$ cat src/rtl/freq_meter.sv
// Frequency meter: counts synchronized rising edges of sig_in over back-to-back gate windows.
// Optional min/max tracking of window counts is enabled by defining FREQ_METER_MINMAX_EN.
`timescale 1ns/1ps

module freq_meter #(
    parameter int unsigned GATE_CYCLES = 1000,
    parameter int unsigned CNT_W       = 16,
    parameter int unsigned SYNC_STAGES = 2
) (
    input  logic             clk,
    input  logic             rst_n,
    input  logic             en,
    input  logic             sig_in,
    input  logic [CNT_W-1:0] thr_lo,
    input  logic [CNT_W-1:0] thr_hi,
    output logic [CNT_W-1:0] cnt_out,
    output logic             cnt_valid,
    output logic             cnt_sat,
    output logic             freq_ok,
    output logic             busy,
    output logic [CNT_W-1:0] cnt_min,
    output logic [CNT_W-1:0] cnt_max
);

    localparam int unsigned GW = $clog2(GATE_CYCLES);
    localparam int unsigned FW = $clog2(SYNC_STAGES + 1);
    localparam logic [GW-1:0] GateLast = GW'(GATE_CYCLES - 1);
    localparam logic [FW-1:0] FlushLast = FW'(SYNC_STAGES);
    localparam logic [CNT_W-1:0] CntMax = '1;

    typedef enum logic [1:0] {StIdle, StFlush, StGate} state_e;

    state_e             state_q, state_d;
    logic [SYNC_STAGES-1:0] sync_q;
    logic               sig_d_q;
    logic               rise;
    logic [FW-1:0]      flush_q, flush_d;
    logic [GW-1:0]      gate_q, gate_d;
    logic [CNT_W-1:0]   edge_q, edge_d;
    logic               sat_q, sat_d;
    logic [CNT_W-1:0]   win_cnt;
    logic               win_sat;
    logic               report;
    logic               win_ok;

    logic [CNT_W-1:0]   cnt_out_q;
    logic               cnt_valid_q, cnt_sat_q, freq_ok_q, busy_q;

    always_ff @(posedge clk or negedge rst_n) begin
        if (!rst_n) begin
            sync_q  <= '0;
            sig_d_q <= 1'b0;
        end else begin
            sync_q  <= {sync_q[SYNC_STAGES-2:0], sig_in};
            sig_d_q <= sync_q[SYNC_STAGES-1];
        end
    end

    assign rise = sync_q[SYNC_STAGES-1] & ~sig_d_q;

    // Count including this cycle's edge; used both for accumulation and the end-of-window report.
    always_comb begin
        win_cnt = edge_q;
        win_sat = sat_q;
        if (rise) begin
            if (edge_q == CntMax) begin
                win_sat = 1'b1;
            end else begin
                win_cnt = edge_q + 1'b1;
            end
        end
    end

    assign win_ok = ~win_sat && (thr_lo <= win_cnt) && (win_cnt <= thr_hi);

    always_comb begin
        state_d = state_q;
        flush_d = flush_q;
        gate_d  = gate_q;
        edge_d  = edge_q;
        sat_d   = sat_q;
        report  = 1'b0;
        unique case (state_q)
            StIdle: begin
                if (en) begin
                    state_d = StFlush;
                end
            end
            StFlush: begin
                if (!en) begin
                    state_d = StIdle;
                end else if (flush_q == FlushLast) begin
                    state_d = StGate;
                    gate_d  = '0;
                    edge_d  = '0;
                    sat_d   = 1'b0;
                end else begin
                    flush_d = flush_q + 1'b1;
                end
            end
            StGate: begin
                if (gate_q == GateLast) begin
                    // Window closes; the next cycle is cycle 0 of the following window.
                    report = 1'b1;
                    gate_d = '0;
                    edge_d = '0;
                    sat_d  = 1'b0;
                    if (!en) begin
                        state_d = StIdle;
                    end
                end else if (!en) begin
                    state_d = StIdle;
                end else begin
                    gate_d = gate_q + 1'b1;
                    edge_d = win_cnt;
                    sat_d  = win_sat;
                end
            end
            default: state_d = StIdle;
        endcase
        if (state_d == StIdle) begin
            flush_d = '0;
            gate_d  = '0;
            edge_d  = '0;
            sat_d   = 1'b0;
        end
    end

    always_ff @(posedge clk or negedge rst_n) begin
        if (!rst_n) begin
            state_q <= StIdle;
            flush_q <= '0;
            gate_q  <= '0;
            edge_q  <= '0;
            sat_q   <= 1'b0;
        end else begin
            state_q <= state_d;
            flush_q <= flush_d;
            gate_q  <= gate_d;
            edge_q  <= edge_d;
            sat_q   <= sat_d;
        end
    end

    always_ff @(posedge clk or negedge rst_n) begin
        if (!rst_n) begin
            cnt_out_q   <= '0;
            cnt_valid_q <= 1'b0;
            cnt_sat_q   <= 1'b0;
            freq_ok_q   <= 1'b0;
            busy_q      <= 1'b0;
        end else begin
            cnt_valid_q <= report;
            busy_q      <= (state_d != StIdle);
            if (report) begin
                cnt_out_q <= win_cnt;
                cnt_sat_q <= win_sat;
                freq_ok_q <= win_ok;
            end
        end
    end

    assign cnt_out   = cnt_out_q;
    assign cnt_valid = cnt_valid_q;
    assign cnt_sat   = cnt_sat_q;
    assign freq_ok   = freq_ok_q;
    assign busy      = busy_q;

`ifdef FREQ_METER_MINMAX_EN
    logic [CNT_W-1:0] min_q, max_q;

    always_ff @(posedge clk or negedge rst_n) begin
        if (!rst_n) begin
            min_q <= '1;
            max_q <= '0;
        end else if ((state_q == StIdle) && en) begin
            min_q <= '1;
            max_q <= '0;
        end else if (report) begin
            if (win_cnt < min_q) begin
                min_q <= win_cnt;
            end
            if (win_cnt > max_q) begin
                max_q <= win_cnt;
            end
        end
    end

    assign cnt_min = min_q;
    assign cnt_max = max_q;
`else
    assign cnt_min = '1;
    assign cnt_max = '0;
`endif

endmodule

$ cat config.mk
export PLATFORM = sky130hd
export DESIGN_NAME = freq_meter
export DESIGN_NICKNAME = d
export VERILOG_FILES = /design/src/rtl/freq_meter.sv
export SDC_FILE = /design/constraint.sdc
export NUM_CORES = 1
export LEC_CHECK = 0
export CORE_ASPECT_RATIO = 0.6
export CORE_MARGIN = 8
export CORE_UTILIZATION = 53
export CTS_BUF_LIST = sky130_fd_sc_hd__clkbuf_8 sky130_fd_sc_hd__clkbuf_16
export DETAILED_ROUTE_END_ITERATION = 6
export PLACE_DENSITY = 0.85
export REMOVE_ABC_BUFFERS = 1
export SYNTH_ARGS = -nofsm -noshare
export SYNTH_HDL_FRONTEND = slang
export SYNTH_SLANG_ARGS = --single-unit
$ cat constraint.sdc
create_clock -name clk -period 5.36 [get_ports clk]
set_input_delay 1.072 -clock clk [delete_from_list [all_inputs] [get_ports clk]]
set_output_delay 1.072 -clock clk [all_outputs]
set_load 0.02 [all_outputs]
==> results.py <==
metrics = {
    "status": {
        "outcome": "complete, no violations",
    },
    "clocking": {
        "htreeDepth": 2,
        "cts_buffers": 5,
        "insertion_delay_ns": 0.30,
        "ctsRootBufferMaster": "clkbuf_16",
        "cts_tree": "done",
        "clk_pin_slew_ns": 0.07,
        "clock-sinks": 54,
        "postCtsSetupRepairBufs": 0,
        "clockBufferDepth": 2,
        "cts-resized-gates": 0,
        "hold_buffers": 0,
    },
    "run": {
        "maxCapViolCount": 0,
    },
    "route": {
        "drt-pass1-iter-count": 6,
        "routedWlPerCell_um": 15.7,
        "viasPerCell": 5.50,
        "drc": 0,
        "drt_iter0_drc": 293,
        "vias": 3036,
        "ant_nets": 0,
        "wl_mm": 8.68,
    },
    "synthesis": {
        "synth-edff-count": 0,
        "synth_cell_types": 52,
        "ys_seq_elements": 54,
        "netlist_area_um2": 3630,
        "synthFlopType": "dfrtp_1",
        "synth_top_area_share_pct": 37.3,
        "synth_area_per_cell_um2": 8.74,
        "ys_top_cells_by_count": "55 x o21ai_0, 54 x dfrtp_1, 51 x nand2_1, 40 x inv_1, 35 x ha_1",
        "ys_warn_count": 0,
        "seq_area_frac_synth_pct": 37.3,
        "synthTopCellsByArea": "dfrtp_1 37%, ha_1 12%, o21ai_0 7.6%",
        "post-synth-top-count-cell": "o21ai_0",
        "synth_top_area_cell": "dfrtp_1",
        "syn_inst": 415,
        "synthArstFlopShare_pct": 100,
    },
    "timing": {
        "slew_viol_final": 0,
        "clock_skew_ns": 0.00625,
        "relSlewSlack_pct": 25.7,
        "worstMarginPinSlew_ns": 1.11,
        "max_freq_mhz": 270,
        "rsz0062_at_grt": "false",
        "tns_ns": 0,
        "hold_viol": 0,
        "fin_crit_sh_pct": 69.2,
        "setup_viol": 0,
        "layout_min_cycle_time_ns": 3.71,
    },
    "critical_path": {
        "cp_max_fo": 6,
        "path_class": "reg2reg",
        "timing.critical_path.arrival_ns": 3.94,
        "crit_path_end_kind": "register",
        "startpoint_type": "register",
        "required_ns": 5.59,
    },
    "floorplanning": {
        "start_util_pct": 54.6,
        "dieHeight_um": 80.1,
        "die_area_um2": 9830,
        "rows": 23,
        "fp.coreArea_um2": 6650,
        "io_pins": 88,
        "die_w_um": 123,
    },
    "pwr": {
        "p_sw_uw": 212,
        "pwr-share-seq_pct": 46.4,
        "p_comb_share_pct": 11.6,
        "internal_power_uw": 683,
        "power_leakage_uw": 0.00208,
        "swShare_pct": 23.7,
        "ir_worst_vdd_uv": 116,
        "p_clk_share_pct": 42.0,
        "p_per_area_nw_per_um2": 209,
    },
    "final_layout": {
        "fillCellCount": 535,
        "drive_gt1_share_pct": 4.09,
        "multi_input_area_um2": 1960,
        "fin_util_pct": 64.6,
        "diodes": 0,
        "instances_no_fill": 552,
        "fin_nets": 536,
        "final-seq-area_um2": 1350,
        "area_growth_pct": 18.3,
    },
    "placement": {
        "hpwl_mm": 6.54,
        "place.gp.congestion": 0.879,
        "portBuffers": 55,
        "place_inst": 545,
    },
    "grt": {
        "grt_max_degree": 55,
        "grt_pass1_wl_mm": 14.7,
        "antenna_found_initial": 0,
        "gr-total-overflow": 0,
        "grt_pass1_vias": 3037,
        "grt_usage_pct": 18.4,
    },
    "worst_hold_path": {
        "min_path_type": "reg2reg",
    },
}
-- logic make-up (layout without fill, tap and decap cells) --
kind of cell / after synthesis / in the layout / share of synthesized area [%]
simple gates: 126 / 126 / 17.4
compound gates: 99 / 99 / 16.7
buf+inv: 83 / 103 / 12.2
flops: 54 / 54 / 37.3
fa+ha+maj: 35 / 35 / 12.1
xor+xnor: 12 / 12 / 3.10
mux: 4 / 4 / 1.10
other cells: 2 / 32 / 0.207
-- state kept, by name (all words and copies together) (netlist names) --
name       cells
sig_d_q        1
sync_q         2
cnt_out       16
cnt_valid      1
busy           1
edge_q        16
cnt_sat        1
sat_q          1
gate_q        10
freq_ok        1
flush_q        2
state_q        2
-- per-layer routing --
metal	up-vias	global-route usage (%)	wire [µm]
li1	1468	-	-
met1	1457	23.2	3950
met2	104	30.7	3990
met3	7	5.60	688
met4	0	3.75	54
met5	-	0	0
-- path summary, 6_finish.rpt --
check / start / endpoint / slack, ns / cells past startpoint
worst max-delay path: edge_q[0]$_DFFE_PN0P_ / freq_ok$_DFFE_PN0P_ / 1.65 / 14
worst min-delay path: sync_q[0]$_DFF_PN0_ / sync_q[1]$_DFF_PN0_ / 0.37 / 0
worst max register to register: edge_q[0]$_DFFE_PN0P_ / freq_ok$_DFFE_PN0P_ / 1.65 / 14
worst min register to register: sync_q[0]$_DFF_PN0_ / sync_q[1]$_DFF_PN0_ / 0.37 / 0
max in group asynchronous: rst_n / cnt_out[5]$_DFFE_PN0P_ / 3.99 / 2
min in group asynchronous: rst_n / cnt_out[12]$_DFFE_PN0P_ / 0.90 / 2
-- layout by cell type (no fill, tap or decap), drive strengths merged, types with 2 or more instances in the layout --
master and count:
xor2 3, o31ai 2, xnor2 9, a221o 2
conb 32, and3 6, nor2 23, ha 35
clkdlybuf4s50 54, nor4 2, nand3 10, o21ai 58
nor2b 6, nand4 11, a221oi 2, a21oi 17
and2 2, mux2i 4, clkbuf 6, and4 4
nor3 4, a21o 2, buf 2, dfrtp 54
a211oi 5, nand2 51, or2 2, inv 40
-- area by class of cell --
class / instances / share of cell area [%]
clock buffers: 6 / 3.24
clock inverters: 1 / 0.700
inverters: 40 / 3.50
multi-input cells: 308 / 45.7
flip-flops and latches: 54 / 31.5
well taps: 87 / 2.54
repair buffers: 56 / 12.9
-- through the flow --
stage	setup slack, ns	hold WS [ns]	cell area (µm²)	power, µW
after floorplan	2.17	0.331	3450	477
after global placement	1.86	0.332	4120	523
after detailed placement	1.71	0.352	4120	526
after CTS	1.68	0.368	4290	903
after global routing	1.43	0.375	4290	928
final	1.65	0.366	4290	896
-- power groups by stage --
stage          Sequential, µW  Combinational (µW)  Clock (µW)
2_1_floorplan             422                54.6           0
3_3_place_gp              423                 100           0
3_5_place_dp              423                 103           0
4_1_cts                   415                 104         383
5_1_grt                   415                 117         396
6_report                  415                 104         376
-- worst max-delay path: stages, from the launching register on --
cell and delay (ns):
dfrtp_1 0.44, ha_1 0.23, and3_1 0.25, and3_1 0.34, a211oi_1 0.32, nand2_1 0.13
xor2_1 0.24, inv_1 0.07, ha_1 0.29, a21o_1 0.19, a221o_1 0.32, a221oi_1 0.42
nand3_1 0.13, o31ai_1 0.08, a32o_1 0.18
Power figures use the tool's default switching activity.
==> edit (same flow settings) <==
The 3 states of `state_e` get a one-hot encoding in 3 bits.
--- a/src/rtl/freq_meter.sv
+++ b/src/rtl/freq_meter.sv
@@ -28,7 +28,7 @@
     localparam logic [FW-1:0] FlushLast = FW'(SYNC_STAGES);
     localparam logic [CNT_W-1:0] CntMax = '1;
 
-    typedef enum logic [1:0] {StIdle, StFlush, StGate} state_e;
+    typedef enum logic [2:0] {StIdle = 3'b001, StFlush = 3'b010, StGate = 3'b100} state_e;
 
     state_e             state_q, state_d;
     logic [SYNC_STAGES-1:0] sync_q;
Check against the original RTL: same outputs for any inputs over 10 cycles, from zero or initial values and one cycle with rst_n low; not proved beyond that.
==> edit against the unedited design <==
Cell area is 5.0% higher; sequential cell count is 1 higher; area after synthesis grew 6.4%; worst setup slack better by 0.059 ns; highest routed layer unchanged; final cell count up 3.3%; routed wire length increased by 10%; clock skew barely moved; via count is 4.3% higher; power up 1.6%.
==> edit: results (changes against the unedited design) <==
busiest layer in global routing=met2; half-perimeter wire length after placement=7.26 mm (+11%); drt first pass iters=4 (-2); Seq power=425 uW (+2%); Leak=2.11 nW (+1.6%); clock buffer count from CTS=5 (unchanged); fin nets=549 (+2.4%); Synth area leaders=dfrtp_1 35%, ha_1 11%, buf_4 6.4%; Slew headroom=44.3% (+19 points); via count=3,168 (+4.3%); met2 Track Usage GR=29.2% (-1.5 points); critical path arrival=3.84 ns (-0.10 ns); initial DRC count=253 (-14%); Max FO, Critical Path=8 (+2); Clk pwr share=40.7% (-1.3 points); sw frac=25.0% (+1.3 points); Slowest-stage cell, CP=dfrtp_1; GRT Total Usage=19.0% (+0.52 points); Clock H-tree levels=2 (unchanged); status=complete, no violations; clock transition at the registers of the reported paths=0.07 ns (about the same); register area share after synthesis=35.7% (-1.6 points); global-route wire length before repair=15.6 mm (+6.2%); Worst Skew=0.00662 ns (+0.000368 ns); gp weighted congestion=0.844 (-4.1%); diode count=0 (unchanged); M1 GR Usage=26.2% (+3.0 points); WL met1=4.63 mm (+17%); initial antenna violation count=0 (unchanged); metal3 WL=623 um (-9.4%); layout cells sized above 1=5.85% (+1.8 points); # resized after CTS=0 (unchanged); vias in the first global route=2,996 (-1.4%); Max Buffers Root-to-Sink=2 (unchanged); top post-synthesis cells by count=54 x dfrtp_1, 42 x nand2_1, 42 x o21ai_0; total wire length=9.55 mm (+10%); pin count of the biggest net entering global routing=56 (+1.8%); met2 wire len=4.21 mm (+5.6%); maximum vdd drop=0.158 mV (+37%); DP Worst Slack=1.80 ns (+0.0877 ns); Cell variety after synth=56 (+7.7%); global routing usage on met3=4.55% (-1.0 points); filler cell count=604 (+13%)
[edit: cell types whose count changed after synthesis, sizes merged, moves of 4 or more]
cell	delta
nor3	+4
nor2	-6
nand2	-9
mux2	+6
xnor2	-4
a21oi	+5
nand3	+6
o21ai	-14
nand2b	+7
[edit: final timing paths]
| path | from | endpoint | slack (ns) | cells past startpoint |
|---|---|---|---|---|
| min in group asynchronous | rst_n | flush_q[0] | 0.91 | 2 |
| worst min-delay path | sync_q[0] | sync_q[1] | 0.37 | 0 |
| worst max register to register | edge_q[0] | freq_ok | 1.71 | 12 |
| worst min register to register | sync_q[0] | sync_q[1] | 0.37 | 0 |
| max in group asynchronous | rst_n | sync_q[0] | 3.99 | 2 |
| worst max-delay path | edge_q[0] | freq_ok | 1.71 | 12 |
[edit: per-stage QoR]
step | total power, mW | cell area (um2) | utilization [%] | cells
2_1_floorplan | 0.494 | 3650 | - | 413
3_3_place_gp | 0.542 | 4340 | 60.7 | 562
3_5_place_dp | 0.546 | 4340 | 60.7 | 562
4_1_cts | 0.914 | 4500 | 63.0 | 570
5_1_grt | 0.945 | 4500 | 63.0 | 570
6_report | 0.910 | 4500 | 63.0 | 570
[edit: area by class of cell]
type	instances	area (um2)	area share, %
multi-input cells	319	2140	47.4
flip-flops and latches	55	1380	30.6
repair buffers	58	568	12.6
inverters	39	146	3.25
clock buffers	5	125	2.78
well taps	91	114	2.53
clock inverters	3	37.5	0.833
[edit: cell families after synthesis]
kind of cell	after synthesis	share of synthesized area, %
AO/OA/AOI/OAI	99	16.7
multiplexers	13	3.57
adder cells (fa/ha/maj)	35	11.3
flip-flops	55	35.7
buffers and inverters	84	12.0
other	2	0.195
AND/OR/NAND/NOR	129	17.2
XOR/XNOR	11	3.27
